==> src/rtl/dadda_pkg.sv <==
// Shared types, widths and per-step byte-select/shift helpers for the sequential Dadda multiplier.
package dadda_pkg;

  localparam int unsigned HALF_W = 8;
  localparam int unsigned FULL_W = 16;
  localparam int unsigned PROD_W = 32;

  typedef enum logic [1:0] {
    IDLE = 2'd0,
    MUL  = 2'd1,
    DONE = 2'd2
  } state_e;

  typedef logic [1:0] step_t;

  localparam step_t STEP_LAST = 2'd3;

  // Operand pair captured on accept
  typedef struct packed {
    logic [FULL_W-1:0] a;
    logic [FULL_W-1:0] b;
  } operands_t;

  // Step order: lo*lo, lo*hi, hi*lo, hi*hi (bit1 picks a byte, bit0 picks b byte)
  function automatic logic a_hi_sel(input step_t s);
    return s[1];
  endfunction

  function automatic logic b_hi_sel(input step_t s);
    return s[0];
  endfunction

  // Zero-extend a partial product and align it to its byte weight
  function automatic logic [PROD_W-1:0] pp_place(input logic [FULL_W-1:0] pp, input step_t s);
    logic [PROD_W-1:0] ext;
    ext = PROD_W'(pp);
    case (s)
      2'd0:    return ext;
      2'd3:    return ext << FULL_W;
      default: return ext << HALF_W;
    endcase
  endfunction

endpackage

==> src/rtl/dadda_8.sv <==
// Combinational 8x8 unsigned Dadda multiplier: AND array, Dadda reduction (6,4,3,2), final adder.
module dadda_8
  import dadda_pkg::*;
(
  input  logic [HALF_W-1:0] a_i,
  input  logic [HALF_W-1:0] b_i,
  output logic [FULL_W-1:0] p_c_o
);

  localparam int unsigned COLS   = FULL_W;
  localparam int unsigned MAXH   = HALF_W;
  localparam int unsigned CW     = $clog2(COLS);
  localparam int unsigned RW     = $clog2(MAXH);
  localparam int unsigned NSTAGE = 4;

  function automatic logic [1:0] ha(input logic x, input logic y);
    return {x & y, x ^ y};
  endfunction

  function automatic logic [1:0] csa_dadda(input logic x, input logic y, input logic z);
    return {(x & y) | (x & z) | (y & z), x ^ y ^ z};
  endfunction

  // Dadda height targets, last stage first reduces to 6
  function automatic int unsigned stage_h(input int unsigned s);
    case (s)
      0:       return 6;
      1:       return 4;
      2:       return 3;
      default: return 2;
    endcase
  endfunction

  logic [FULL_W-1:0] row0_c;
  logic [FULL_W-1:0] row1_c;

  // Build the bit matrix and reduce each column to at most two bits with HA/CSA cells
  always_comb begin : reduce
    logic [MAXH-1:0] cur  [COLS];
    logic [MAXH-1:0] nxt  [COLS];
    int unsigned     cnt  [COLS];
    int unsigned     ncnt [COLS];
    int unsigned     idx;
    int unsigned     d;
    logic [1:0]      r;
    idx    = 0;
    d      = 0;
    r      = '0;
    row0_c = '0;
    row1_c = '0;
    for (int unsigned j = 0; j < COLS; j++) begin
      cur[CW'(j)]  = '0;
      nxt[CW'(j)]  = '0;
      cnt[CW'(j)]  = 0;
      ncnt[CW'(j)] = 0;
    end
    for (int unsigned i = 0; i < HALF_W; i++) begin
      for (int unsigned k = 0; k < HALF_W; k++) begin
        cur[CW'(i + k)][RW'(cnt[CW'(i + k)])] = a_i[RW'(i)] & b_i[RW'(k)];
        cnt[CW'(i + k)] = cnt[CW'(i + k)] + 1;
      end
    end
    for (int unsigned s = 0; s < NSTAGE; s++) begin
      d = stage_h(s);
      for (int unsigned j = 0; j < COLS; j++) begin
        nxt[CW'(j)]  = '0;
        ncnt[CW'(j)] = 0;
      end
      for (int unsigned j = 0; j < COLS; j++) begin
        idx = 0;
        for (int unsigned it = 0; it < MAXH; it++) begin
          if (cnt[CW'(j)] - idx + ncnt[CW'(j)] > d) begin
            if (cnt[CW'(j)] - idx + ncnt[CW'(j)] == d + 1) begin
              r   = ha(cur[CW'(j)][RW'(idx)], cur[CW'(j)][RW'(idx + 1)]);
              idx = idx + 2;
            end else begin
              r   = csa_dadda(cur[CW'(j)][RW'(idx)], cur[CW'(j)][RW'(idx + 1)],
                              cur[CW'(j)][RW'(idx + 2)]);
              idx = idx + 3;
            end
            nxt[CW'(j)][RW'(ncnt[CW'(j)])] = r[0];
            ncnt[CW'(j)] = ncnt[CW'(j)] + 1;
            if (j + 1 < COLS) begin
              nxt[CW'(j + 1)][RW'(ncnt[CW'(j + 1)])] = r[1];
              ncnt[CW'(j + 1)] = ncnt[CW'(j + 1)] + 1;
            end
          end
        end
        for (int unsigned t = 0; t < MAXH; t++) begin
          if (t >= idx && t < cnt[CW'(j)]) begin
            nxt[CW'(j)][RW'(ncnt[CW'(j)])] = cur[CW'(j)][RW'(t)];
            ncnt[CW'(j)] = ncnt[CW'(j)] + 1;
          end
        end
      end
      for (int unsigned j = 0; j < COLS; j++) begin
        cur[CW'(j)] = nxt[CW'(j)];
        cnt[CW'(j)] = ncnt[CW'(j)];
      end
    end
    for (int unsigned j = 0; j < COLS; j++) begin
      row0_c[CW'(j)] = cur[CW'(j)][0];
      row1_c[CW'(j)] = cur[CW'(j)][1];
    end
  end

  // Final carry-propagate adder; carries past bit 15 are always zero for 8x8
  assign p_c_o = row0_c + row1_c;

endmodule

==> src/rtl/dadda_mul16_seq.sv <==
// Sequential 16x16 unsigned multiplier time-sharing one 8x8 Dadda array over four byte steps.
module dadda_mul16_seq
  import dadda_pkg::*;
#(
  parameter int unsigned HALF_W = 8,
  parameter bit          REG_PP = 1'b0
) (
  input  logic                clk,
  input  logic                rst_n,
  input  logic                clr,
  input  logic                in_valid,
  output logic                in_ready,
  input  logic [FULL_W-1:0]   a,
  input  logic [FULL_W-1:0]   b,
  output logic                out_valid,
  input  logic                out_ready,
  output logic [PROD_W-1:0]   p,
  output logic                busy
);

  state_e             state_q, state_d;
  step_t              step_q, step_d;
  operands_t          ops_q, ops_d;
  logic [PROD_W-1:0]  acc_q, acc_d;
  logic [PROD_W-1:0]  p_q, p_d;
  logic               out_valid_q, out_valid_d;
  logic               busy_q, busy_d;
  logic [FULL_W-1:0]  pp_q, pp_d;
  step_t              pp_step_q, pp_step_d;
  logic               pp_vld_q, pp_vld_d;
  logic               drain_q, drain_d;

  logic [HALF_W-1:0]  mul_a_c;
  logic [HALF_W-1:0]  mul_b_c;
  logic [FULL_W-1:0]  pp_c;
  logic               accept_c;

  // Byte selection for the current issue step
  assign mul_a_c = a_hi_sel(step_q) ? ops_q.a[FULL_W-1:HALF_W] : ops_q.a[HALF_W-1:0];
  assign mul_b_c = b_hi_sel(step_q) ? ops_q.b[FULL_W-1:HALF_W] : ops_q.b[HALF_W-1:0];

  dadda_8 u_dadda_8 (
    .a_i   (mul_a_c),
    .b_i   (mul_b_c),
    .p_c_o (pp_c)
  );

  // Ready is combinational so a waiting result can hand over to a new operand pair in one cycle
  assign in_ready = (state_q == IDLE) || ((state_q == DONE) && out_ready);

  // Next-state, step sequencing, accumulation and output load
  always_comb begin
    state_d     = state_q;
    step_d      = step_q;
    ops_d       = ops_q;
    acc_d       = acc_q;
    p_d         = p_q;
    pp_d        = pp_q;
    pp_step_d   = pp_step_q;
    pp_vld_d    = 1'b0;
    drain_d     = drain_q;
    accept_c    = 1'b0;
    out_valid_d = 1'b0;
    busy_d      = 1'b0;

    case (state_q)
      IDLE: begin
        if (in_valid && !clr) accept_c = 1'b1;
      end
      MUL: begin
        if (!REG_PP) begin
          acc_d = acc_q + pp_place(pp_c, step_q);
          if (step_q == STEP_LAST) begin
            p_d     = acc_d;
            state_d = DONE;
          end else begin
            step_d = step_q + 2'd1;
          end
        end else begin
          if (!drain_q) begin
            pp_d      = pp_c;
            pp_step_d = step_q;
            pp_vld_d  = 1'b1;
            if (step_q == STEP_LAST) drain_d = 1'b1;
            else                     step_d  = step_q + 2'd1;
          end
          if (pp_vld_q) begin
            acc_d = acc_q + pp_place(pp_q, pp_step_q);
            if (pp_step_q == STEP_LAST) begin
              p_d     = acc_d;
              state_d = DONE;
            end
          end
        end
      end
      DONE: begin
        if (out_ready) begin
          state_d = IDLE;
          if (in_valid && !clr) accept_c = 1'b1;
        end
      end
      default: state_d = IDLE;
    endcase

    if (accept_c) begin
      ops_d    = '{a: a, b: b};
      acc_d    = '0;
      step_d   = '0;
      drain_d  = 1'b0;
      pp_vld_d = 1'b0;
      state_d  = MUL;
    end

    if (clr) begin
      state_d  = IDLE;
      acc_d    = '0;
      step_d   = '0;
      drain_d  = 1'b0;
      pp_vld_d = 1'b0;
    end

    out_valid_d = (state_d == DONE);
    busy_d      = (state_d != IDLE);
  end

  // State and datapath registers
  always_ff @(posedge clk or negedge rst_n) begin
    if (!rst_n) begin
      state_q     <= IDLE;
      step_q      <= '0;
      ops_q       <= '0;
      acc_q       <= '0;
      p_q         <= '0;
      out_valid_q <= 1'b0;
      busy_q      <= 1'b0;
      pp_q        <= '0;
      pp_step_q   <= '0;
      pp_vld_q    <= 1'b0;
      drain_q     <= 1'b0;
    end else begin
      state_q     <= state_d;
      step_q      <= step_d;
      ops_q       <= ops_d;
      acc_q       <= acc_d;
      p_q         <= p_d;
      out_valid_q <= out_valid_d;
      busy_q      <= busy_d;
      pp_q        <= pp_d;
      pp_step_q   <= pp_step_d;
      pp_vld_q    <= pp_vld_d;
      drain_q     <= drain_d;
    end
  end

  assign p         = p_q;
  assign out_valid = out_valid_q;
  assign busy      = busy_q;

endmodule

==> config.mk <==
export PLATFORM = sky130hd
export DESIGN_NAME = dadda_mul16_seq
export DESIGN_NICKNAME = d
export VERILOG_FILES = /design/src/rtl/dadda_pkg.sv /design/src/rtl/dadda_8.sv /design/src/rtl/dadda_mul16_seq.sv
export SDC_FILE = /design/constraint.sdc
export NUM_CORES = 1
export LEC_CHECK = 0
export CORE_MARGIN = 2
export CORE_UTILIZATION = 54
export CTS_CLUSTER_DIAMETER = 120
export DETAILED_ROUTE_END_ITERATION = 8
export PLACE_DENSITY = 0.81
export SYNTH_ARGS = -nofsm -noshare
export SYNTH_HDL_FRONTEND = slang
export SYNTH_SLANG_ARGS = --single-unit
==> constraint.sdc <==
create_clock -name clk -period 6.67 [get_ports clk]
set_input_delay 1.0005 -clock clk [delete_from_list [all_inputs] [get_ports clk]]
set_output_delay 1.0005 -clock clk [all_outputs]
set_load 0.05 [all_outputs]
==> out/metrics.yaml <==
grt_max_degree: 55
gr-usage-met2_pct: 46.3
clock_tree_from_tritoncts: "done"
prevailing_post_synth_register_cell: "sky130_fd_sc_hd__dfrtp_1"
tritoncts_sink_count: 102
crit_path_max_incr_delay_ns: 0.51
postSynthRegisterBits: 102
grt_antenna_before_repair: 0
yosys.area_share.xor_xnor_pct: 4.08
crit_path_end_kind: "flop"
maxCapViolCount: 0
htreeDepth: 3
area_growth_pct: 28.3
crit_path_max_fanout: 6
groute.layer.met1.usage_pct: 33.0
number_of_antenna_cells_inserted: 0
setup_repair_after_global_routing_missed_its_margin: "true"
initialDrtViolationCount: 462
vias_per_cell: 5.75
report.final.hold_viol_count: 0
critPathMostFrequentCell: "sky130_fd_sc_hd__inv_1"
synth_enable_flop_cells: 0
hold_class: "flop to flop"
use_met3_pct: 5.44
post-dp-hpwl_mm: 15.6
antenna_violating_nets_post_route: 0
finish.cell_count_without_fillers: 1234
initial_core_util_pct: 55.7
syn-num-nets: 1027
period_minus_slack_ns: 6.71
yosysSeqAreaShare_pct: 31.3
ios: 72
max_clock_freq_mhz: 149
max_slew.worst_pin.slew_ns: 1.09
grt_pass1_vias: 7094
failed_checks: "setup timing"
route.final.wire_length_mm: 21.5
ys.warnings.count: 0
timing.final.crit_share_pct: 101
die-width_um: 127
place_inst: 1203
num_vias: 7094
stdcell_area_mm2: 0.0105
startpoint_types: "flop"
io_buffer_count: 71
gp_routability_congestion: 0.923
regToRegSetupSlack_ns: -0.04
postSynthCellCount: 899
cts.clk_slew.worst_paths_ns: 0.07
floorplan.die_area_mm2: 0.0161
synth-compound-area-share_pct: 16.0
dpl_cell_area_mm2: 0.00961
grt_first_pass_wirelength_mm: 34.2
worst_clock_skew_ns: 0.00885
insertion_delay_ns: 0.37
critPathSlowestCell: "sky130_fd_sc_hd__fa_1"
max_slew_margin_pct: 27.5
detail_route.drc_violations: 0
tritoncts.num_buffers: 9
synth_mux_area_share_pct: 8.28
synthesis.area_per_instance_um2: 9.07
run_status: "finished with violations"
drive_above_1_share_pct: 26.3
postLayoutSetupSlackWorst_ns: -0.0434
hold_buffers: 0
die_h_um: 127
synth_top_family_by_area: "adder cells"
arrival_ns: 7.01
fp.coreArea_mm2: 0.0146
timing.final.setup_violations: 2
cts_root_buffer: "sky130_fd_sc_hd__clkbuf_16"
global_route_hottest_layer: "met2"
asyncSetResetFlopFracSynth_pct: 100
routed_wire_length_per_instance_um: 17.4
synth_adder_area_share_pct: 17.4
cp.required_ns: 6.96
clock_tree.buffer_depth: 2
mappedNetlistArea_mm2: 0.00816
total_track_usage_pct: 26.7
detailedRoute.firstPassIterationCount: 7
ws_path_type: "flop to flop"
final_max_slew_viol_count: 0
synth_cell_types: 74
finish.net_count: 1173
placementRows: 44
post_synth_and_or_nand_nor_area_fraction_pct: 17.2
global_route_overflow: 0
[sequential cells by signal, summed over array words and instances, names as in the netlist]
register and cells:
p 32, busy 1, state_q 2, ops_q 32, acc_q 32, step_q 2
out_valid 1
[per-stage QoR]
step           worst slack (ns)  hold slack [ns]  setup TNS [ns]  utilization (%)
6_report                -0.0434            0.479         -0.0458             71.5
5_1_grt                  -0.399            0.503           -3.52             71.5
3_5_place_dp             -0.302            0.467           -1.93             65.6
2_1_floorplan            0.0221            0.475               0                -
3_3_place_gp             -0.167            0.459          -0.502             65.6
4_1_cts                 0.00244            0.484               0             69.3
[layer usage]
metal  wire length (um)  share of wire (%)
met1               9110                 42
met2              10600                 50
met3                966                4.5
met4                762                3.5
met5                  0                  0
[cell usage in the layout (no fill, tap or decap), types with 12 or more instances in the layout]
cell                                n
sky130_fd_sc_hd__ha_1              43
sky130_fd_sc_hd__a21oi_2           13
sky130_fd_sc_hd__mux2_2            43
sky130_fd_sc_hd__and2_1            16
sky130_fd_sc_hd__xnor2_1           19
sky130_fd_sc_hd__inv_1             62
sky130_fd_sc_hd__dfrtp_1          102
sky130_fd_sc_hd__a22o_1            13
sky130_fd_sc_hd__fa_1              33
sky130_fd_sc_hd__buf_4             94
sky130_fd_sc_hd__a21oi_1           59
sky130_fd_sc_hd__o21ai_0           27
sky130_fd_sc_hd__a21o_1            20
sky130_fd_sc_hd__nor2_1            89
sky130_fd_sc_hd__nand2_1           99
sky130_fd_sc_hd__clkdlybuf4s50_1   70
sky130_fd_sc_hd__xor2_1            12
sky130_fd_sc_hd__nand3_1           19
[path summary, 6_finish.rpt]
| kind | cells after the start | from | end |
|---|---|---|---|
| max in group asynchronous | 2 | rst_n | ops_q[8] |
| hold / removal | 2 | p[25] | p[25] |
| setup reg to reg | 28 | step_q[0] | acc_q[31] |
| min in group asynchronous | 1 | rst_n | p[21] |
| hold reg to reg | 2 | p[25] | p[25] |
| setup / recovery | 28 | step_q[0] | acc_q[31] |
[area by class of cell]
| type | instances | area [um2] |
|---|---|---|
| clock buffer | 10 | 239 |
| tap | 184 | 230 |
| multi-input combinational | 690 | 5630 |
| fill | 1063 | 4180 |
| inverter | 72 | 270 |
| timing repair buffer | 170 | 1490 |
| sequential | 102 | 2550 |
| clock inverter | 6 | 53.8 |
[cell usage after synthesis, types with 3 or more instances]
| library cell | count | share of area, % |
|---|---|---|
| sky130_fd_sc_hd__nand4_1 | 8 | 0.61 |
| sky130_fd_sc_hd__mux2_2 | 43 | 5.9 |
| sky130_fd_sc_hd__a211oi_1 | 3 | 0.28 |
| sky130_fd_sc_hd__xor2_1 | 14 | 1.5 |
| sky130_fd_sc_hd__and3_2 | 4 | 0.37 |
| sky130_fd_sc_hd__nand2b_1 | 6 | 0.46 |
| sky130_fd_sc_hd__ha_1 | 54 | 8.3 |
| sky130_fd_sc_hd__a22o_1 | 14 | 1.5 |
| sky130_fd_sc_hd__and3_1 | 5 | 0.38 |
| sky130_fd_sc_hd__o21ai_1 | 3 | 0.18 |
| sky130_fd_sc_hd__fa_1 | 37 | 9.1 |
| sky130_fd_sc_hd__inv_1 | 72 | 3.3 |
| sky130_fd_sc_hd__o22ai_1 | 3 | 0.23 |
| sky130_fd_sc_hd__mux2i_1 | 18 | 2.2 |
| sky130_fd_sc_hd__buf_6 | 4 | 0.55 |
| sky130_fd_sc_hd__nand2_1 | 102 | 4.7 |
| sky130_fd_sc_hd__clkbuf_1 | 22 | 1.0 |
| sky130_fd_sc_hd__nor2b_1 | 4 | 0.31 |
| sky130_fd_sc_hd__nand3_1 | 19 | 1.2 |
| sky130_fd_sc_hd__o21bai_1 | 11 | 1.0 |
| sky130_fd_sc_hd__clkbuf_8 | 3 | 0.51 |
| sky130_fd_sc_hd__a21oi_1 | 71 | 4.4 |
| sky130_fd_sc_hd__a31oi_1 | 6 | 0.46 |
| sky130_fd_sc_hd__o21ai_0 | 35 | 2.1 |
| sky130_fd_sc_hd__dfrtp_1 | 102 | 31 |
| sky130_fd_sc_hd__nor3_1 | 11 | 0.68 |
| sky130_fd_sc_hd__buf_1 | 4 | 0.18 |
| sky130_fd_sc_hd__xnor2_1 | 24 | 2.6 |
| sky130_fd_sc_hd__o31ai_1 | 3 | 0.28 |
| sky130_fd_sc_hd__or3_1 | 3 | 0.23 |
| sky130_fd_sc_hd__nor2_1 | 96 | 4.4 |
| sky130_fd_sc_hd__and2_1 | 16 | 1.2 |
| sky130_fd_sc_hd__or2_2 | 9 | 0.69 |
| sky130_fd_sc_hd__o21a_1 | 4 | 0.37 |
| sky130_fd_sc_hd__a21o_1 | 20 | 1.8 |
[logic make-up (layout without fill, tap and decap cells)]
group / after synthesis / count (layout)
flops: 102 / 102
simple gates: 301 / 301
buf+inv: 107 / 258
xor+xnor: 38 / 38
compound gates: 198 / 198
fa+ha+maj: 91 / 91
mux: 62 / 62
[worst max-delay path, delay by kind of cell (launching register included)]
| family | cells | cell delay, ns |
|---|---|---|
| buf+inv | 6 | 0.55 |
| xor+xnor | 1 | 0.14 |
| compound gates | 11 | 2.40 |
| fa+ha+maj | 6 | 2.45 |
| flops | 1 | 0.39 |
| simple gates | 3 | 0.31 |
| mux | 1 | 0.38 |
[what timing repair did]
item	CTS	global route
pin swaps	31	34
endpoints found under the setup margin	19	33
gates resized for setup	38	58
setup buffers	11	6
Power is left out: the tool's default activity adds up to more than one toggle a clock period on the data nets, which glitch-free logic cannot reach.
